`src/rtl/instr_loader_pkg.sv`:
```
// Shared definitions for the instruction loader: FSM states and frame layout.
package instr_loader_pkg;

  typedef enum logic [2:0] {
    S_IDLE   = 3'd0,
    S_LEN_HI = 3'd1,
    S_LEN_LO = 3'd2,
    S_DATA   = 3'd3,
    S_CHECK  = 3'd4,
    S_DONE   = 3'd5,
    S_ERROR  = 3'd6
  } state_e;

  localparam int unsigned LEN_BYTES = 2;
  localparam int unsigned CHK_BYTES = 1;

  // Total bytes on the wire for a frame carrying len payload bytes.
  function automatic int unsigned frame_bytes(input logic [15:0] len);
    return LEN_BYTES + 32'(len) + CHK_BYTES;
  endfunction

endpackage

```
`src/rtl/byte_sum8.sv`:
```
// 8-bit modular byte accumulator with synchronous clear and enable.
module byte_sum8 (
  input  logic       clk,
  input  logic       rst,
  input  logic       clr,
  input  logic       en,
  input  logic [7:0] din,
  output logic [7:0] sum
);

  logic [7:0] sum_q;

  always_ff @(posedge clk or posedge rst) begin
    if (rst) begin
      sum_q <= '0;
    end else if (clr) begin
      sum_q <= '0;
    end else if (en) begin
      sum_q <= sum_q + din;
    end
  end

  assign sum = sum_q;

endmodule

```
`src/rtl/instr_loader.sv`:
```
// Framed byte-stream loader (16-bit length, payload, checksum) driving the
// instruction memory byte write port; holds the CPU until a clean load.
module instr_loader
  import instr_loader_pkg::*;
#(
  parameter int unsigned MEM_BYTES = 65536,
  parameter int unsigned BASE_ADDR = 0
) (
  input  logic        clk,
  input  logic        reset,
  input  logic        start,
  input  logic [7:0]  in_data,
  input  logic        in_valid,
  output logic        in_ready,
  output logic        mem_we,
  output logic [31:0] mem_addr,
  output logic [7:0]  mem_wdata,
  output logic        busy,
  output logic        load_done,
  output logic        load_error,
  output logic        cpu_hold
);

  localparam logic [31:0] LEN_LIMIT = 32'(MEM_BYTES - BASE_ADDR);
  localparam logic [31:0] BASE      = 32'(BASE_ADDR);

  state_e      state_q;
  logic [15:0] len_q;
  logic [15:0] idx_q;
  logic        in_ready_q, mem_we_q, busy_q, done_q, error_q, hold_q;
  logic [31:0] addr_q;
  logic [7:0]  wdata_q;

  logic        xfer, armable, sum_clr, sum_en;
  logic [15:0] len_d;
  logic [7:0]  sum;

  assign xfer    = in_valid && in_ready_q;
  assign armable = (state_q == S_IDLE) || (state_q == S_DONE) || (state_q == S_ERROR);
  assign sum_clr = start && armable;
  assign sum_en  = xfer && (state_q == S_DATA);
  assign len_d   = {len_q[15:8], in_data};

  byte_sum8 u_sum (
    .clk (clk),
    .rst (reset),
    .clr (sum_clr),
    .en  (sum_en),
    .din (in_data),
    .sum (sum)
  );

  always_ff @(posedge clk or posedge reset) begin
    if (reset) begin
      state_q    <= S_IDLE;
      len_q      <= '0;
      idx_q      <= '0;
      in_ready_q <= 1'b0;
      mem_we_q   <= 1'b0;
      addr_q     <= '0;
      wdata_q    <= '0;
      busy_q     <= 1'b0;
      done_q     <= 1'b0;
      error_q    <= 1'b0;
      hold_q     <= 1'b1;
    end else begin
      mem_we_q <= 1'b0;
      case (state_q)
        S_IDLE, S_DONE, S_ERROR: begin
          if (start) begin
            state_q    <= S_LEN_HI;
            idx_q      <= '0;
            in_ready_q <= 1'b1;
            busy_q     <= 1'b1;
            done_q     <= 1'b0;
            error_q    <= 1'b0;
            hold_q     <= 1'b1;
          end
        end
        S_LEN_HI: begin
          if (xfer) begin
            len_q[15:8] <= in_data;
            state_q     <= S_LEN_LO;
          end
        end
        S_LEN_LO: begin
          if (xfer) begin
            len_q <= len_d;
            if ({16'h0, len_d} > LEN_LIMIT) begin
              state_q    <= S_ERROR;
              in_ready_q <= 1'b0;
              busy_q     <= 1'b0;
              error_q    <= 1'b1;
            end else if (len_d == 16'h0) begin
              state_q <= S_CHECK;
            end else begin
              state_q <= S_DATA;
            end
          end
        end
        S_DATA: begin
          if (xfer) begin
            mem_we_q <= 1'b1;
            addr_q   <= BASE + {16'h0, idx_q};
            wdata_q  <= in_data;
            idx_q    <= idx_q + 16'd1;
            if (idx_q == len_q - 16'd1) begin
              state_q <= S_CHECK;
            end
          end
        end
        S_CHECK: begin
          if (xfer) begin
            in_ready_q <= 1'b0;
            busy_q     <= 1'b0;
            if (in_data == sum) begin
              state_q <= S_DONE;
              done_q  <= 1'b1;
              hold_q  <= 1'b0;
            end else begin
              state_q <= S_ERROR;
              error_q <= 1'b1;
            end
          end
        end
        default: begin
          state_q    <= S_IDLE;
          in_ready_q <= 1'b0;
          busy_q     <= 1'b0;
          hold_q     <= 1'b1;
        end
      endcase
    end
  end

  assign in_ready   = in_ready_q;
  assign mem_we     = mem_we_q;
  assign mem_addr   = addr_q;
  assign mem_wdata  = wdata_q;
  assign busy       = busy_q;
  assign load_done  = done_q;
  assign load_error = error_q;
  assign cpu_hold   = hold_q;

endmodule

```
`config.mk`:
```
export PLATFORM = sky130hd
export DESIGN_NAME = instr_loader
export DESIGN_NICKNAME = d
export VERILOG_FILES = /design/src/rtl/instr_loader_pkg.sv /design/src/rtl/byte_sum8.sv /design/src/rtl/instr_loader.sv
export SDC_FILE = /design/constraint.sdc
export NUM_CORES = 1
export LEC_CHECK = 0
export CAP_MARGIN = 40
export CELL_PAD_IN_SITES_DETAIL_PLACEMENT = 1
export CELL_PAD_IN_SITES_GLOBAL_PLACEMENT = 2
export CORE_AREA = 2 2 103 130
export DETAILED_ROUTE_END_ITERATION = 8
export DIE_AREA = 0 0 105 132
export PLACE_DENSITY_LB_ADDON = 0.1
export SYNTH_ARGS = -nofsm -noshare
export SYNTH_HDL_FRONTEND = slang
export SYNTH_SLANG_ARGS = --single-unit
```
`constraint.sdc`:
```
create_clock -name clk -period 3.39 [get_ports clk]
set_clock_uncertainty 0.05 [all_clocks]
set_input_delay 0.678 -clock clk [delete_from_list [all_inputs] [get_ports clk]]
set_output_delay 0.678 -clock clk [all_outputs]
set_load 0.02 [all_outputs]
```
**After elaboration in Yosys (flattened, before gate mapping)**

Index checks and enable logic that the tools add are counted.
W data, S select, Z words.

- Reductions and logical operators: 21
- Add/subtract/negate cells: 3
- Eq/ne operators: 16
- Muxes and demuxes: 31
- Bitwise logic cells: 2

Operators by type and width:

| operator | count |
|---|---|
| $mux W16 | 2 |
| $pmux W16 S2 | 1 |
| $mux W8 | 3 |
| $mux W3 | 7 |
| $add A16 B1 Y16 const B | 1 |
| $eq A16 B16 Y1 | 1 |
| $logic_not A16 Y1 | 1 |
| $pmux W8 S2 | 1 |
| $sub A16 B1 Y16 const B | 1 |
| $pmux W3 S5 | 1 |
| $ne A2 B2 Y1 const B | 7 |
| $reduce_and A4 Y1 | 3 |
| $mux W1 | 11 |
| $eq A3 B3 Y1 const B | 3 |
| $reduce_and A3 Y1 | 3 |
| $add A8 B8 Y8 | 1 |
| $eq A8 B8 Y1 | 1 |
| $eq A3 B2 Y1 const B | 2 |
| $pmux W1 S3 | 2 |
| $reduce_and A6 Y1 | 1 |
| $reduce_bool A2 Y1 | 3 |
| $reduce_or A3 Y1 | 2 |
| $pmux W1 S2 | 2 |
| $reduce_and A2 Y1 | 2 |
| 7 further kinds | 11 |

- Logic and storage cells: 85
- Bits in registers: 72
- Bits of input ports: 12
- Output and inout port bits: 46

**Longest topological paths before layout**

- Depth after elaboration: 5
- Mapped depth: 10
- Mapped depth without buffers: 9

**By module**

Synthesis repeated with hierarchy kept, for this count alone.

- Cells, all modules: 438
- Area total of the unflattened synthesis: 4405.5 um^2

By module, submodules not included:

| module | sequential area each (um^2) | cells an instance | times used | area each (um^2) |
|---|---|---|---|---|
| instr_loader | 1602.8 | 371 | 1 | 3757.4 |
| byte_sum8 | 200.2 | 67 | 1 | 648.1 |

**Worst setup path before layout**

OpenSTA, ideal clock, no wires.

- Path type: register -> register
- Start: register len_q[6]
- End: register state_q[1]
- Setup time: 132 ps
- Arrival: 2311 ps
- Clock period less this slack: 2493 ps
- Required time: 3208 ps
- Stages on the path, launching flop included: 9
- Path buffers: 1
- Setup slack: 897 ps
- Cell sequence: dfrtp_1 buf_4 or2_4 or4_4 or4_4 a211oi_2 a41oi_1 o21ai_1 o21ai_1

- Cells in the longest elaborated chain, start to end: 4

RTL lines:

| what | RTL line | RTL |
|---|---|---|
| start: declaration | instr_loader.sv:28 | `logic [15:0] len_q;` |
| start signal: assignment | instr_loader.sv:88 | `len_q <= len_d;` |
| $sub A16 B1 Y16 | instr_loader.sv:107 | `if (idx_q == len_q - 16'd1) begin` |
| $eq A16 B16 Y1 | instr_loader.sv:107 |  |
| $ne A2 B1 Y1 (no source line) | -- |  |
| $reduce_and A6 Y1 (no source line) | -- |  |
| end signal: assignment | instr_loader.sv:108 | `state_q <= S_CHECK;` |
| end signal: assignment | instr_loader.sv:117 | `state_q <= S_DONE;` |
| end signal: assignment | instr_loader.sv:121 | `state_q <= S_ERROR;` |
| end: declaration | instr_loader.sv:27 | `state_e state_q;` |

Every way passes these cells.
A chain may end at the register's enable or synchronous reset.

**Worst setup path after layout**

- Start: register len_q[8]
- End: register state_q[1]

- Cells in the longest elaborated chain, start to end: 4
- Elaborated cells on any way between the ends: 8
- Those cells by class: add/sub (1); eq/ne (2); mux (3); reduce/logical (2)

RTL lines:

| what | RTL line | RTL |
|---|---|---|
| start signal: assignment | instr_loader.sv:82 | `len_q[15:8] <= in_data;` |
| start signal: assignment | instr_loader.sv:88 |  |
| $sub A16 B1 Y16 / $logic_not A16 Y1 (equally long branches) | instr_loader.sv:107, instr_loader.sv:94 |  |
| $eq A16 B16 Y1 / $mux W3 (equally long branches) | instr_loader.sv:107, instr_loader.sv:94 |  |
| $ne A2 B1 Y1 (no source line) / $mux W3 (equally long branches) | -- |  |
| $reduce_and A6 Y1 (no source line) / $pmux W3 S5 (equally long branches) | -- |  |

Several ways; a longest one is shown, not always the timed one. The select of a mux whose other input is x is not followed.

==> summary.txt <==
Status -> completed
Commonest cells post-synth -> nand2_1 (106), dfrtp_1 (71), nor2_1 (29), xor2_1 (23), clkbuf_1 (22)
Final setup TNS -> 0 ns
CP delay by family, top -> simple AND/OR/NAND/NOR gates
Routed length per instance -> 17.7 um
Dpl cells -> 673
Nets -> 538
Vias per inst -> 5.03
Number of global-route vias before repair -> 3704
Buf/Inv on CP -> 0
Crit Reg-Reg Startpoint -> len_q[8]
Die Y -> 132 um
# DRC -> 0
CP max-delay cell -> or4_4
Hold path endpoint -> mem_addr[9]
Most frequent cell after synthesis -> nand2_1
Peak VDD IR -> 0.293 mV
RSZ-0062 raised after global routing -> no
Layout cell share with drive strength beyond 1 -> 12.7%
Crit. End Element -> flip-flop
Post-DP HPWL -> 8950 um
Reg2reg end -> state_q[1]
H-tree depth -> 3
CORE AREA -> 0.0125 sq mm
Initial antenna violation count -> 0
Final antenna-violating net count -> 0
Die Area -> 0.0139 sq mm
Width of the die -> 105 um
Asr flop ratio synth -> 100%
DR pass1 iterations -> 4
Row cnt -> 46
Finish-stage setup viols -> 0
Dominant cell type by area after synthesis -> dfrtp_1
Total power -> 4.31 mW
IO buf count -> 41
Flop2flop setup slack -> 0.60 ns
Yosys Warn Count -> 0
CTS tree -> yes
N_diodes -> 0
Cells after Synth -> 470
Tot GR Track Use -> 18.4%
Slowest cell delay on critical path -> 0.52 ns
Tmin final -> 2.79 ns
Area grow syn2layout -> 22.2%
Max_cap viols -> 0
Critical-path cell list -> or3_4 > or4_4 > or4_4 > a211oi_2 > a41oi_1 > o21ai_1 > o21ai_1
Top achievable clock speed -> 359 MHz
Worst slew pin tran -> 0.613 ns
Tcrit/Tclk final -> 82.2%
Post-synth EDFFs -> 0
WP data arrival -> 2.94 ns
CTS buffer count -> 9
Hold_buf cts -> 0
Setup Crit Path Kind -> reg -> reg
Post-Syn Area -> 0.00424 sq mm
Crit start category -> flip-flop
Area share of the leading cell type in the synthesized netlist -> 41.9%
GR Overflow Total -> 0
Initial core utilization -> 33.8%
Worst reg-to-reg path cell count -> 7
Initial DRC count -> 81
Hold_sp -> mem_addr[9]
# resized after CTS -> 0
Vias -> 3467
Final cell utilization of the core -> 41.3%
CP Data Required Time -> 3.54 ns
Worst relative slew slack -> 59.1%
Final hold violations -> 0
Sequential share of the synthesized area -> 42.6%
Worst Path Max Fanout -> 11
#FFs+latches synth -> 72
Top FF cell, synth -> dfrtp_1
Final wirelength -> 12200 um
First-pass GRT wire length -> 20200 um
Netlist cell types -> 58
Routability-driven placement congestion ratio -> 0.829
Post-route non-filler standard cell count -> 689
Leakage -> 2.32 nW
Post-CTS Setup Inserts -> 0
Area contributors post-synth -> dfrtp_1 (42%), nand2_1 (9.4%), xor2_1 (4.8%)
Syn avg cell area -> 9.01 sq um
Worst-Skew Late Latency -> 0.34 ns
Clock transition at path regs -> 0.06 ns
Clock Sinks -> 72
PwrDens -> 832 mW/mm^2
Largest net degree at the start of global routing -> 30
Io pins -> 58
Worst min-delay path category -> reg -> reg
Clock Path Buffers -> 2
Root Buffer -> clkbuf_16
WHS Path Cells -> 2
Slew Limit Fails -> 0
-- through the flow --
stage	setup WS [ns]	cell area, sq um	hold slack (ns)
detailed placement	0.381	4850	0.411
global route	0.465	5180	0.454
CTS	0.597	5180	0.433
global placement	0.392	4850	0.406
floorplan	0.839	4290	0.404
finish	0.604	5180	0.429
-- state kept, by name, indices dropped and copies added, names as in the netlist --
signal / cells
mem_wdata: 8
idx_q: 16
len_q: 16
busy: 1
state_q: 3
mem_addr: 16
u_sum.sum: 8
mem_we: 1
cpu_hold: 1
load_done: 1
load_error: 1
-- worst max path at each step --
| stage | start | endpoint | slack (ns) | cells after the start |
|---|---|---|---|---|
| 2_1_floorplan | reset | busy | 0.84 | 1 |
| 3_3_place_gp | in_data[0] | u_sum.sum[6] | 0.39 | 9 |
| 3_5_place_dp | in_data[5] | state_q[0] | 0.38 | 9 |
| 4_1_cts | len_q[8] | state_q[1] | 0.60 | 7 |
| 5_1_grt | len_q[0] | state_q[1] | 0.46 | 9 |
| 6_report | len_q[8] | state_q[1] | 0.60 | 7 |
-- per-layer routing --
metal	vias up	part of all wire, %	global-route usage, %
met2	66	48	30.7
met5	-	0	0
met3	9	3.3	3.56
met4	0	1.0	4.96
met1	1714	47	24.5
li1	1678	-	-
-- worst reg2reg max path: cells and delay by family, from the launching register on --
family           cells  cell delay (ns)
AND/OR/NAND/NOR      3             1.42
flip-flops           1             0.51
AO/OA/AOI/OAI        4             0.68
-- logic make-up (layout without fill, tap and decap cells) --
| group | count (synthesis) | count (layout) | share of synthesized area (%) |
|---|---|---|---|
| and+or+nand+nor | 213 | 213 | 24.5 |
| DFF | 72 | 72 | 42.6 |
| AOI/OAI and AO/OA | 66 | 66 | 10.6 |
| buffers and inverters | 52 | 88 | 6.32 |
| xor gates and xnor gates | 40 | 40 | 8.59 |
| muxes | 16 | 16 | 4.19 |
| adders and majority gates | 10 | 10 | 3.13 |
| other | 1 | 16 | 0.0885 |
-- cell usage in the layout (no fill, tap or decap), drive strengths merged, types with 6 or more instances in the layout --
master / count
xnor2: 16
clkdlybuf4s50: 41
or3: 6
nand3: 11
nor3: 10
xor2: 23
conb: 16
and3: 7
a21oi: 9
inv: 9
dfrtp: 71
buf: 23
mux2: 14
ha: 9
clkbuf: 10
nor4: 10
nor2: 29
nand2: 106
o21ai: 22
-- power breakdown --
part           switching, mW  total, mW  internal, mW
sequential             0.385       1.48          1.09
clock                  0.387       1.06         0.668
combinational          0.973       1.78         0.803
total                   1.75       4.31          2.56
-- cell type report --
cell class | instances | area, sq um
Clock buffer | 10 | 239
Sequential cell | 72 | 1800
Clock inverter | 6 | 91.3
Multi-Input combinational cell | 361 | 2220
Inverter | 8 | 30.0
Fill cell | 1489 | 7370
Tap cell | 168 | 210
Timing Repair Buffer | 64 | 583
Power figures use the tool's default switching activity.
==> edit, RTL diff (config.mk and constraints unchanged) <==
Put one more register stage on the output `load_error`. The value now appears one clock later. The other outputs are not delayed to match.
--- a/src/rtl/instr_loader.sv
+++ b/src/rtl/instr_loader.sv
@@ -139,7 +139,9 @@
   assign mem_wdata  = wdata_q;
   assign busy       = busy_q;
   assign load_done  = done_q;
-  assign load_error = error_q;
+  always_ff @(posedge clk) begin
+    load_error <= error_q;
+  end
   assign cpu_hold   = hold_q;
 
 endmodule
Function: changed (Yosys sat finds a counterexample within 10 cycles, from zero or initial values and one cycle with reset high).
==> edit against the original RTL <==
Via count is 1.5% higher; synthesized area is 0.47% higher; cell area is 0.17% higher; worst setup slack worse by 0.084 ns; critical endpoint is now state_q[0]; sequential cell count is 1 higher; power is 2.4% higher; sequential share of layout area is 0.33 points higher; count of clock-buffer cells in the layout stayed put; wire length is 1.3% higher; sequential power hardly changed; cell count is 0.29% lower; hold slack worse by 0.10 ns; critical path depth is 2 higher.
==> edit: results <==
timing:
  worst_slew_pin_slew_ns: 0.626
  max_freq_ghz: 0.348
cts:
  clock_path_buffers: 2
  clock_latency_ns: 0.34
  clkTransAtPathRegs_ns: 0.06
  cts_buffers: 9
  post_cts_buffers: 0
  cts_root_buf: "clkbuf_16"
  cts_resized: 0
  cts_htree_levels: 3
worst_setup_path:
  ff2ff_setup_slack_ns: 0.71
  worstSetupEndpoint: "state_q[0]"
  critPathKind: "in -> reg"
  cp-startpoint: "in_data[2]"
  r2r_end: "state_q[1]"
  critPathMaxFanout: 5
  crit_arrival_ns: 3.07
  reg2regPathDepth: 7
  rr_startpoint: "len_q[6]"
  slowest_delay_ns: 0.57
  crit_path_top_delay_cell: "clkdlybuf4s50_1"
placement:
  dpl_worst_slack_ns: 0.210
  place_congestion: 0.816
  dpl_cell_area_um2: 4850
  portBuffers: 41
  place_hpwl_mm: 8.94
  dpl.cell_count: 671
yosys:
  synthFlopType: "dfrtp_1"
  yosysSeqAreaShare_pct: 42.8
  synth_area_leaders: "dfrtp_1 (42%), nand2_1 (9.3%), xor2_1 (4.7%), mux2_2 (3.7%), buf_4 (3.4%)"
  yosys.cell_types.count: 59
  syn_area_per_cell_um2: 9.04
  synth-warning-count: 0
  async_reset_ff_share_pct: 98.6
  ys_top_cells_by_count: "nand2_1 (106), dfrtp_1 (71), nor2_1 (29), xor2_1 (23), clkbuf_1 (22)"
routing:
  wirelength_mm: 12.3
  num_vias: 3518
  drt_iter0_markers: 154
  drt_pass1_iterations: 4
  ant_nets: 0
grt:
  grt_max_degree: 45
  grt_usage_pct: 18.8
  grt_first_pass_wirelength_mm: 20.7
  antenna_found_initial: 0
  grt_pass1_vias: 3808
min_path:
  hp-class: "reg -> reg"
  min_path_cells: 0
status:
  status: "complete, no violations"
finish:
  final_layout_size_suffix_gt1_share_pct: 11.9
  diodes: 0
  finalNonFillerCells: 687
  nets: 536
  fill_cells: 1497
pwr:
  max-vdd-ir-drop_uv: 333
  leakagePower_nw: 2.32
edit: cell count changes in the layout (fill, tap and decap cells not counted), sizes merged:
cell | before | now
bufinv | 2 | 3
buf | 23 | 20
dfxtp | 0 | 1
clkinv | 3 | 1
inv | 9 | 10
edit: worst min path at each step:
stage | start | to | slack (ns)
final | error_q | load_error | 0.33
after global placement | error_q | load_error | 0.31
after CTS | error_q | load_error | 0.34
after detailed placement | error_q | load_error | 0.32
after floorplan | error_q | load_error | 0.30
after global routing | error_q | load_error | 0.34
edit: through the flow:
stage / util (%) / total power, mW
global placement: 38.6 / 3.28
CTS: 41.3 / 4.47
floorplan: - / 2.65
detailed placement: 38.6 / 3.33
global route: 41.3 / 4.73
finish: 41.3 / 4.41
edit: area by class of cell:
cell class,count,area (µm²),area share (%)
sequential,73,1820,35.1
clock buffer,10,229,4.41
clock inverter,6,113,2.17
timing repair buffer,61,561,10.8
inverter,8,30.0,0.579
multi-input combinational,361,2220,42.8
tap,168,210,4.05
edit: per-layer routing:
layer | GRT usage, % | vias to the layer above | part of all wire, %
li1 | - | 1681 | -
met1 | 25.9 | 1751 | 48
met2 | 29.5 | 70 | 46
met3 | 3.51 | 16 | 3.5
met4 | 6.96 | 0 | 2.2
met5 | 0 | - | 0
edit: cells by family (layout without fill, tap and decap cells):
group / after synthesis / count (layout) / synth area share, %
compound gates: 66 / 66 / 10.6
xor+xnor: 40 / 40 / 8.55
fa+ha+maj: 10 / 10 / 3.12
buf+inv: 52 / 85 / 6.29
flops: 73 / 73 / 42.8
mux: 16 / 16 / 4.17
other cells: 1 / 16 / 0.0881
simple gates: 213 / 213 / 24.4
edit: where the power goes:
part | switching, mW | internal [mW]
Combinational | 1.00 | 0.820
Clock | 0.392 | 0.724
Sequential | 0.365 | 1.11
edit: critical path: cells and delay by family:
kind            cells  cell delay [ns]
simple gates        4             0.92
compound gates      2             0.26
buf+inv             2             0.79
fa+ha+maj           1             0.42
